===== config.mk =====
export PLATFORM = sky130hd
export DESIGN_NAME = rob_alloc_ctrl
export DESIGN_NICKNAME = d
export VERILOG_FILES = /design/src/rtl/rob_alloc_ctrl.sv
export SDC_FILE = /design/constraint.sdc
export NUM_CORES = 1
export LEC_CHECK = 0
export CAP_MARGIN = 20
export CORE_ASPECT_RATIO = 0.5
export CORE_MARGIN = 10
export CORE_UTILIZATION = 61
export CTS_CLUSTER_DIAMETER = 150
export DETAILED_ROUTE_END_ITERATION = 12
export HOLD_SLACK_MARGIN = 0.12
export MAX_ROUTING_LAYER = met4
export PLACE_DENSITY = 0.87
export SYNTH_ARGS = -nofsm -noshare
export SYNTH_HDL_FRONTEND = slang
export SYNTH_SLANG_ARGS = --single-unit

===== constraint.sdc =====
create_clock -name in_clk -period 7.9 [get_ports in_clk]
set_clock_uncertainty 0.1 [all_clocks]
set_input_delay 1.58 -clock in_clk [delete_from_list [all_inputs] [get_ports in_clk]]
set_output_delay 1.58 -clock in_clk [all_outputs]
set_load 0.02 [all_outputs]

===== src/rtl/rob_alloc_ctrl.sv =====
// Reorder-buffer sequencing controller: in-order allocation, completion tracking,
// in-order commit and mispredict tail rewind. Define ROB_STATS_EN for stall/flush counters.
module rob_alloc_ctrl #(
    parameter int unsigned ROB_SIZE = 8,
    parameter int unsigned IDX_W    = $clog2(ROB_SIZE)
) (
    input  logic             in_clk,
    input  logic             in_rst_n,
    input  logic             in_alloc_valid,
    output logic             out_alloc_ready,
    output logic [IDX_W-1:0] out_alloc_idx,
    input  logic             in_wb_valid,
    input  logic [IDX_W-1:0] in_wb_idx,
    output logic             out_commit_valid,
    output logic [IDX_W-1:0] out_commit_idx,
    input  logic             in_commit_ready,
    input  logic             in_flush_valid,
    input  logic [IDX_W-1:0] in_flush_idx,
    output logic [IDX_W:0]   out_count,
    output logic             out_full,
    output logic             out_empty
`ifdef ROB_STATS_EN
    ,
    output logic [15:0]      out_stall_full_cnt,
    output logic [15:0]      out_flush_cnt
`endif
);

    localparam logic       ST_RUN     = 1'b0;
    localparam logic       ST_RECOVER = 1'b1;
    localparam logic [IDX_W:0] SIZE_C = (IDX_W+1)'(ROB_SIZE);

    logic [IDX_W:0]        head_q, head_d;
    logic [IDX_W:0]        tail_q, tail_d;
    logic [ROB_SIZE-1:0]   done_q, done_d;
    logic                  state_q, state_d;

    logic [IDX_W:0]        count;
    logic                  full, empty;
    logic [IDX_W-1:0]      head_idx, tail_idx;
    logic [IDX_W-1:0]      wb_off, flush_off;
    logic                  wb_accept, flush_accept;
    logic                  alloc_fire, commit_fire;

    // Distance of an index from the head, modulo ROB_SIZE.
    function automatic logic [IDX_W-1:0] rel_off(input logic [IDX_W-1:0] idx,
                                                 input logic [IDX_W-1:0] base);
        return idx - base;
    endfunction

    assign count    = tail_q - head_q;
    assign full     = (count == SIZE_C);
    assign empty    = (count == '0);
    assign head_idx = head_q[IDX_W-1:0];
    assign tail_idx = tail_q[IDX_W-1:0];

    assign wb_off       = rel_off(in_wb_idx, head_idx);
    assign flush_off    = rel_off(in_flush_idx, head_idx);
    assign wb_accept    = in_wb_valid && ({1'b0, wb_off} < count);
    assign flush_accept = in_flush_valid && ({1'b0, flush_off} < count);

    assign out_alloc_ready  = (state_q == ST_RUN) && !full && !flush_accept;
    assign out_alloc_idx    = tail_idx;
    assign out_commit_valid = !empty && done_q[head_idx];
    assign out_commit_idx   = head_idx;
    assign out_count        = count;
    assign out_full         = full;
    assign out_empty        = empty;

    assign alloc_fire  = in_alloc_valid && out_alloc_ready;
    assign commit_fire = out_commit_valid && in_commit_ready;

    always_comb begin
        head_d  = head_q;
        tail_d  = tail_q;
        done_d  = done_q;
        state_d = flush_accept ? ST_RECOVER : ST_RUN;

        if (wb_accept) begin
            done_d[in_wb_idx] = 1'b1;
        end
        if (commit_fire) begin
            done_d[head_idx] = 1'b0;
            head_d           = head_q + 1'b1;
        end
        if (alloc_fire) begin
            done_d[tail_idx] = 1'b0;
            tail_d           = tail_q + 1'b1;
        end
        // Squash clears run after writeback so a same-cycle wb to a younger entry is dropped.
        if (flush_accept) begin
            tail_d = head_q + {1'b0, flush_off} + 1'b1;
            for (int unsigned i = 0; i < ROB_SIZE; i++) begin
                if ((rel_off(IDX_W'(i), head_idx) > flush_off) &&
                    ({1'b0, rel_off(IDX_W'(i), head_idx)} < count)) begin
                    done_d[i] = 1'b0;
                end
            end
        end
    end

    always_ff @(posedge in_clk or negedge in_rst_n) begin
        if (!in_rst_n) begin
            head_q  <= '0;
            tail_q  <= '0;
            done_q  <= '0;
            state_q <= ST_RUN;
        end else begin
            head_q  <= head_d;
            tail_q  <= tail_d;
            done_q  <= done_d;
            state_q <= state_d;
        end
    end

`ifdef ROB_STATS_EN
    logic [15:0] stall_cnt_q, stall_cnt_d;
    logic [15:0] flush_cnt_q, flush_cnt_d;

    always_comb begin
        stall_cnt_d = stall_cnt_q;
        flush_cnt_d = flush_cnt_q;
        if (in_alloc_valid && full && (stall_cnt_q != '1)) begin
            stall_cnt_d = stall_cnt_q + 16'd1;
        end
        if (flush_accept && (flush_cnt_q != '1)) begin
            flush_cnt_d = flush_cnt_q + 16'd1;
        end
    end

    always_ff @(posedge in_clk or negedge in_rst_n) begin
        if (!in_rst_n) begin
            stall_cnt_q <= '0;
            flush_cnt_q <= '0;
        end else begin
            stall_cnt_q <= stall_cnt_d;
            flush_cnt_q <= flush_cnt_d;
        end
    end

    assign out_stall_full_cnt = stall_cnt_q;
    assign out_flush_cnt      = flush_cnt_q;
`endif

endmodule


==> flow_metrics.tcl, run 1 <==
set metrics [dict create \
    grt_start_max_net_pins 18 \
    nets_final 314 \
    place_ws_ns 1.40 \
    postPlaceCellArea_sq_mm 0.00242 \
    area.sequential_sq_um 425 \
    yosysUniqueCellTypes 51 \
    antenna_cells_inserted 0 \
    rows 15 \
    detail_route.wirelength_mm 5.57 \
    clk-insertion-delay-late_ns 0.26 \
    design.die.area_sq_mm 0.00652 \
    finalHoldViolations 0 \
    critical_path.endpoint_type "output port" \
    globalRouteMet2Util_pct 27.4 \
    wl_per_cell_um 17.9 \
    max_cap_violations 0 \
    status "complete, no violations" \
    worst_setup_path_start_kind "input pin" \
    tritoncts "yes" \
    cts_resized 0 \
    hold_buffers 0 \
    syn_inst 243 \
    grt.total_usage_pct 17.6 \
    timing.critical_path.required_ns 6.22 \
    maxSlewHeadroom_pct 46.6 \
    ys_seq_area_share_pct 19.5 \
    detailroute.via_count 1847 \
    ys_ff_latch 17 \
    width_of_the_die_um 105 \
    flow.area_growth_from_synthesis_pct 12.9 \
    buffer_ports.inserted 25 \
    first_iter_violations 127 \
    multi_input_comb_area_sq_mm 0.00157 \
    dieHeight_um 62.3 \
    cts_max_path_buffers 2 \
    drt_first_pass_iters 4 \
    ff2ff_setup_slack_ns 4.15 \
    final.setup.tns_ns 0 \
    clk_pin_slew_worst_paths_ns 0.07 \
    gr-usage-met3_pct 3.81 \
    ctsHtreeMaxLevel 1 \
    setup-violations-final 0 \
    crit_fanout 12 \
    detail_route.vias_per_cell 5.92 \
    syn_area_sq_mm 0.00218 \
    grt_most_used_layer "met2" \
    place.detailed.hpwl_mm 4.50 \
    gpl.final_weighted_congestion 0.930 \
    grt_antenna_before_repair 0 \
    floorplan.core_area_sq_mm 0.00343 \
    numCtsBuffers 3 \
    post-cts-setup-buffers 0 \
    async_reset_ff_share_pct 100 \
    final_critical_path_setup_slack_ns 1.39 \
    slew_violations 0 \
    gr-usage-met1_pct 22.3 \
    syn_avg_cell_area_sq_um 8.99 \
    number_of_cells_in_the_finished_layout_apart_from_fillers 312 \
    drc_errors 0 \
    timing_worst_slew_pin_value_ns 0.799 \
    detail-route-antenna-nets 0 \
    vias_in_the_first_global_route 1756 \
    timing.setup.critical_path_class "input pin to output port" \
    ios 26 \
    dominantRegCellSynth "dfrtp_1" \
    clkSinkCount 17 \
    synth-warning-count 0 \
    worst_hold_path_type "register to register" \
    layout.filler_cells 273 \
    grt_first_pass_wirelength_mm 9.23 \
    rsz0062_at_grt "no" \
    mappedNetlistNets 295 \
    finalCriticalPeriod_ns 6.51 \
    root_buffer "clkbuf_8" \
    critical_path_arrival_ns 4.83 \
    grt_remaining_overflow 0 \
    start_util_pct 63.6 \
    post-route-period-util_pct 82.4 \
    synth_edf_count 0 \
    drive_above_1_share_pct 6.90 \
    postLayoutCellArea_sq_mm 0.00247 \
    fmax_ghz 0.154 \
    dpl.cell_count 308 \
]
-- cells by family after synthesis --
family,after synthesis,synth area share (%)
muxes,12,6.99
and+or+nand+nor,56,13.2
DFF,17,19.5
adders and majority gates,45,27.0
buffers and inverters,38,8.65
xor gates and xnor gates,15,6.36
AOI/OAI and AO/OA,60,18.4
-- area by class of cell --
type	instances	area share, %
clock inverters	1	0.203
well taps	51	2.59
repair buffers	26	10.5
inverters	26	4.16
flip-flops and latches	17	17.3
clock buffers	3	1.67
multi-input cells	188	63.7
-- flip-flops by register name, indices dropped and copies added (netlist names) --
| name | cells |
|---|---|
| done_q | 8 |
| state_q | 1 |
| head_q | 4 |
| tail_q | 4 |
-- cells in the mapped netlist (2+ instances only) --
master / number / area share, %
and2_1: 3 / 0.86
nand3_1: 6 / 1.4
xor2_1: 3 / 1.2
a311oi_1: 2 / 0.80
or3_1: 3 / 0.86
inv_1: 24 / 4.1
buf_2: 3 / 0.69
o21a_1: 3 / 1.0
maj3_1: 4 / 1.8
nor2b_1: 3 / 0.86
nor2_1: 11 / 1.9
a31oi_1: 4 / 1.1
mux2i_1: 7 / 3.2
nand2_1: 10 / 1.7
a21oi_1: 19 / 4.4
nor4_1: 2 / 0.57
xnor2_1: 11 / 4.4
a21o_1: 6 / 2.1
buf_6: 2 / 1.0
buf_4: 6 / 2.1
mux2_2: 2 / 1.0
fa_1: 5 / 4.6
dfrtp_1: 17 / 19
nor3_1: 6 / 1.4
a221oi_1: 2 / 0.80
ha_1: 35 / 20
o21bai_1: 2 / 0.69
nand2b_1: 6 / 1.7
a211oi_1: 5 / 1.7
mux4_2: 2 / 2.1
and3_1: 2 / 0.57
o21ai_0: 8 / 1.8
-- path summary, 6_finish.rpt --
kind                                       from         endpoint  depth (start not counted)
worst min-delay path                  head_q[3]        head_q[3]                          1
max in group asynchronous              in_rst_n        done_q[4]                          1
worst max register to register        head_q[2]        done_q[2]                         10
min in group asynchronous              in_rst_n        head_q[1]                          1
worst min register to register        head_q[3]        head_q[3]                          1
worst max-delay path            in_flush_idx[0]  out_alloc_ready                         13
-- stage by stage --
step           utilization, %  hold slack, ns
2_1_floorplan               -           0.402
3_3_place_gp             70.5           0.466
3_5_place_dp             70.5           0.466
4_1_cts                  71.8           0.478
5_1_grt                  71.8           0.495
6_report                 71.8           0.478
-- placed cells by master, fill, tap and decap left out, drive strengths merged, types with 3 or more instances in the layout --
master,count
ha,35
inv,26
clkdlybuf4s50,25
a21oi,19
dfrtp,17
xnor2,11
nor2,11
nand2,10
o21ai,10
mux2i,7
a21o,6
nand3,6
nand2b,6
nor3,6
a211oi,6
fa,5
maj3,5
a31oi,4
xor2,4
or3,3
and2,3
o21a,3
nor2b,3
clkbuf,3
mux2,3
-- routing by layer --
metal / part of all wire, % / vias to the layer above
li1: - / 896
met1: 45 / 880
met2: 46 / 64
met3: 6.8 / 7
met4: 1.3 / 0
met5: 0 / -
-- worst max-delay path: stages --
cell             delay (ns)
clkdlybuf4s50_1        0.47
inv_1                  0.08
ha_1                   0.18
inv_1                  0.06
fa_1                   0.45
ha_1                   0.29
o21a_1                 0.11
nor2_1                 0.04
maj3_2                 0.32
o21ai_4                0.22
inv_2                  0.18
nor3_1                 0.20
clkdlybuf4s50_1        0.63
Power of run 1 is not shown: default switching activity piles up to over one toggle a cycle in this logic, so the estimate is an artifact.
==> run 2: changes to the inputs <==
--- a/config.mk
+++ b/config.mk
@@ -8,12 +8,12 @@
 export CAP_MARGIN = 20
 export CORE_ASPECT_RATIO = 0.5
 export CORE_MARGIN = 10
-export CORE_UTILIZATION = 61
+export CORE_UTILIZATION = 57
 export CTS_CLUSTER_DIAMETER = 150
 export DETAILED_ROUTE_END_ITERATION = 12
 export HOLD_SLACK_MARGIN = 0.12
 export MAX_ROUTING_LAYER = met4
-export PLACE_DENSITY = 0.87
+export PLACE_DENSITY = 0.82
 export SYNTH_ARGS = -nofsm -noshare
 export SYNTH_HDL_FRONTEND = slang
 export SYNTH_SLANG_ARGS = --single-unit
==> constraint.sdc (replaced) <==
create_clock -name in_clk -period 6 [get_ports in_clk]
set_clock_uncertainty 0.1 [all_clocks]
set_input_delay 1.2 -clock in_clk [delete_from_list [all_inputs] [get_ports in_clk]]
set_output_delay 1.2 -clock in_clk [all_outputs]
set_load 0.02 [all_outputs]
==> run 2 against run 1 <==
Against the previous run:
- die area rose by 5.2%
- non-clock buffer count up 3
- cell area rose by 0.86%
- first-iteration DRC count increased by 3.9%
- highest routed layer unchanged
- register-to-register slack lost 1.9 ns
- critical path type unchanged
==> flow_metrics.tcl, run 2 (synthesized netlist as in run 1, its figures left out) <==
set metrics [dict create \
    rows 15 \
    cts_max_path_buffers 2 \
    timing.reg2reg.worst_path_depth 11 \
    max_flop_register "done_q" \
    finalCriticalPeriod_ns 5.64 \
    detail-route-antenna-nets 0 \
    clk_pin_slew_worst_paths_ns 0.06 \
    critical_path_arrival_ns 4.34 \
    rsz0062_at_grt "no" \
    critical_path.endpoint_type "output port" \
    place_ws_ns 0.344 \
    setup-violations-final 0 \
    drive_above_1_share_pct 7.58 \
    final.setup.tns_ns 0 \
    post-cts-setup-buffers 0 \
    status "complete, no violations" \
    largestRegisters "done_q x8, head_q x4, tail_q x4" \
    mostFrequentLayoutCells "ha_1 (35), clkdlybuf4s50_1 (25), inv_1 (24)" \
    start_util_pct 61.3 \
    maxSlewHeadroom_pct 43.9 \
    place.detailed.hpwl_mm 4.62 \
    postLayoutCellArea_sq_mm 0.00249 \
    vias_in_the_first_global_route 1829 \
    clkSinkCount 17 \
    postPlaceCellArea_sq_mm 0.00244 \
    grt_remaining_overflow 0 \
    crit_fanout 7 \
    finalHoldViolations 0 \
    max_cap_violations 0 \
    width_of_the_die_um 108 \
    worst_hold_path_type "register to register" \
    drc_errors 0 \
    grt_first_pass_wirelength_mm 9.25 \
    timing.critical_path.required_ns 4.70 \
    gpl.final_weighted_congestion 0.924 \
    detail_route.vias_per_cell 5.93 \
    buffer_ports.inserted 25 \
    grt_antenna_before_repair 0 \
    antenna_cells_inserted 0 \
    slew_violations 0 \
    tritoncts "yes" \
    clk-insertion-delay-late_ns 0.26 \
    root_buffer "clkbuf_8" \
    numCtsBuffers 3 \
    ios 26 \
    cts_resized 0 \
    detailroute.via_count 1869 \
    worst_setup_path_start_kind "input pin" \
    drt_first_pass_iters 4 \
    grt.total_usage_pct 16.9 \
    largest_reg_flops 8 \
    first_iter_violations 132 \
    wl_per_cell_um 18.0 \
    hold_depth 1 \
    most_common_library_cell_in_the_layout_ignoring_fill_and_taps "ha_1" \
    hold_buffers 0 \
    grt_start_max_net_pins 18 \
    timing_worst_slew_pin_value_ns 0.839 \
    nets_final 317 \
    fmax_ghz 0.177 \
    floorplan.core_area_sq_mm 0.00357 \
    design.die.area_sq_mm 0.00686 \
    post-route-period-util_pct 94.1 \
    detail_route.wirelength_mm 5.66 \
    final_critical_path_setup_slack_ns 0.356 \
    ctsHtreeMaxLevel 1 \
    dieHeight_um 63.8 \
    timing.setup.critical_path_class "input pin to output port" \
    flow.area_growth_from_synthesis_pct 13.9 \
]
[run 2: metal layers]
metal | global-route usage [%] | wire [um] | up-vias
met5 | - | 0 | -
li1 | - | - | 901
met4 | 3.31 | 57 | 0
met3 | 1.90 | 439 | 7
met2 | 27.2 | 2600 | 66
met1 | 22.5 | 2560 | 895
[run 2: final cells by class]
class | instances | area [sq um]
Clock buffer | 4 | 45.0
Multi-Input combinational cell | 188 | 1570
Inverter | 26 | 103
Sequential cell | 17 | 425
Tap cell | 51 | 63.8
Timing Repair Buffer | 29 | 280
Fill cell | 288 | 1080
[run 2: stage by stage]
step / hold slack [ns] / util, % / instances
after floorplan: 0.402 / - / 243
after global placement: 0.452 / 68.5 / 311
after detailed placement: 0.459 / 68.5 / 311
after CTS: 0.471 / 69.8 / 315
after global routing: 0.489 / 69.8 / 315
final: 0.469 / 69.8 / 315
[run 2: final timing paths]
kind / startpoint / to / slack, ns
min in group asynchronous: in_rst_n / head_q[0] / 1.32
hold / removal: head_q[3] / head_q[3] / 0.47
setup reg to reg: head_q[1] / done_q[1] / 2.25
setup / recovery: in_flush_idx[0] / out_alloc_ready / 0.36
hold reg to reg: head_q[3] / head_q[3] / 0.47
max in group asynchronous: in_rst_n / head_q[3] / 3.95
[run 2: critical path, cell delays in order]
cell	delay (ns)
clkdlybuf4s50_1	0.47
inv_1	0.07
ha_1	0.18
inv_1	0.07
fa_1	0.45
ha_1	0.30
o21a_1	0.12
nor2_1	0.05
maj3_2	0.33
o21ai_4	0.23
inv_2	0.06
nor3_1	0.16
clkdlybuf4s50_1	0.64
Power of run 2 is left out for the same reason.
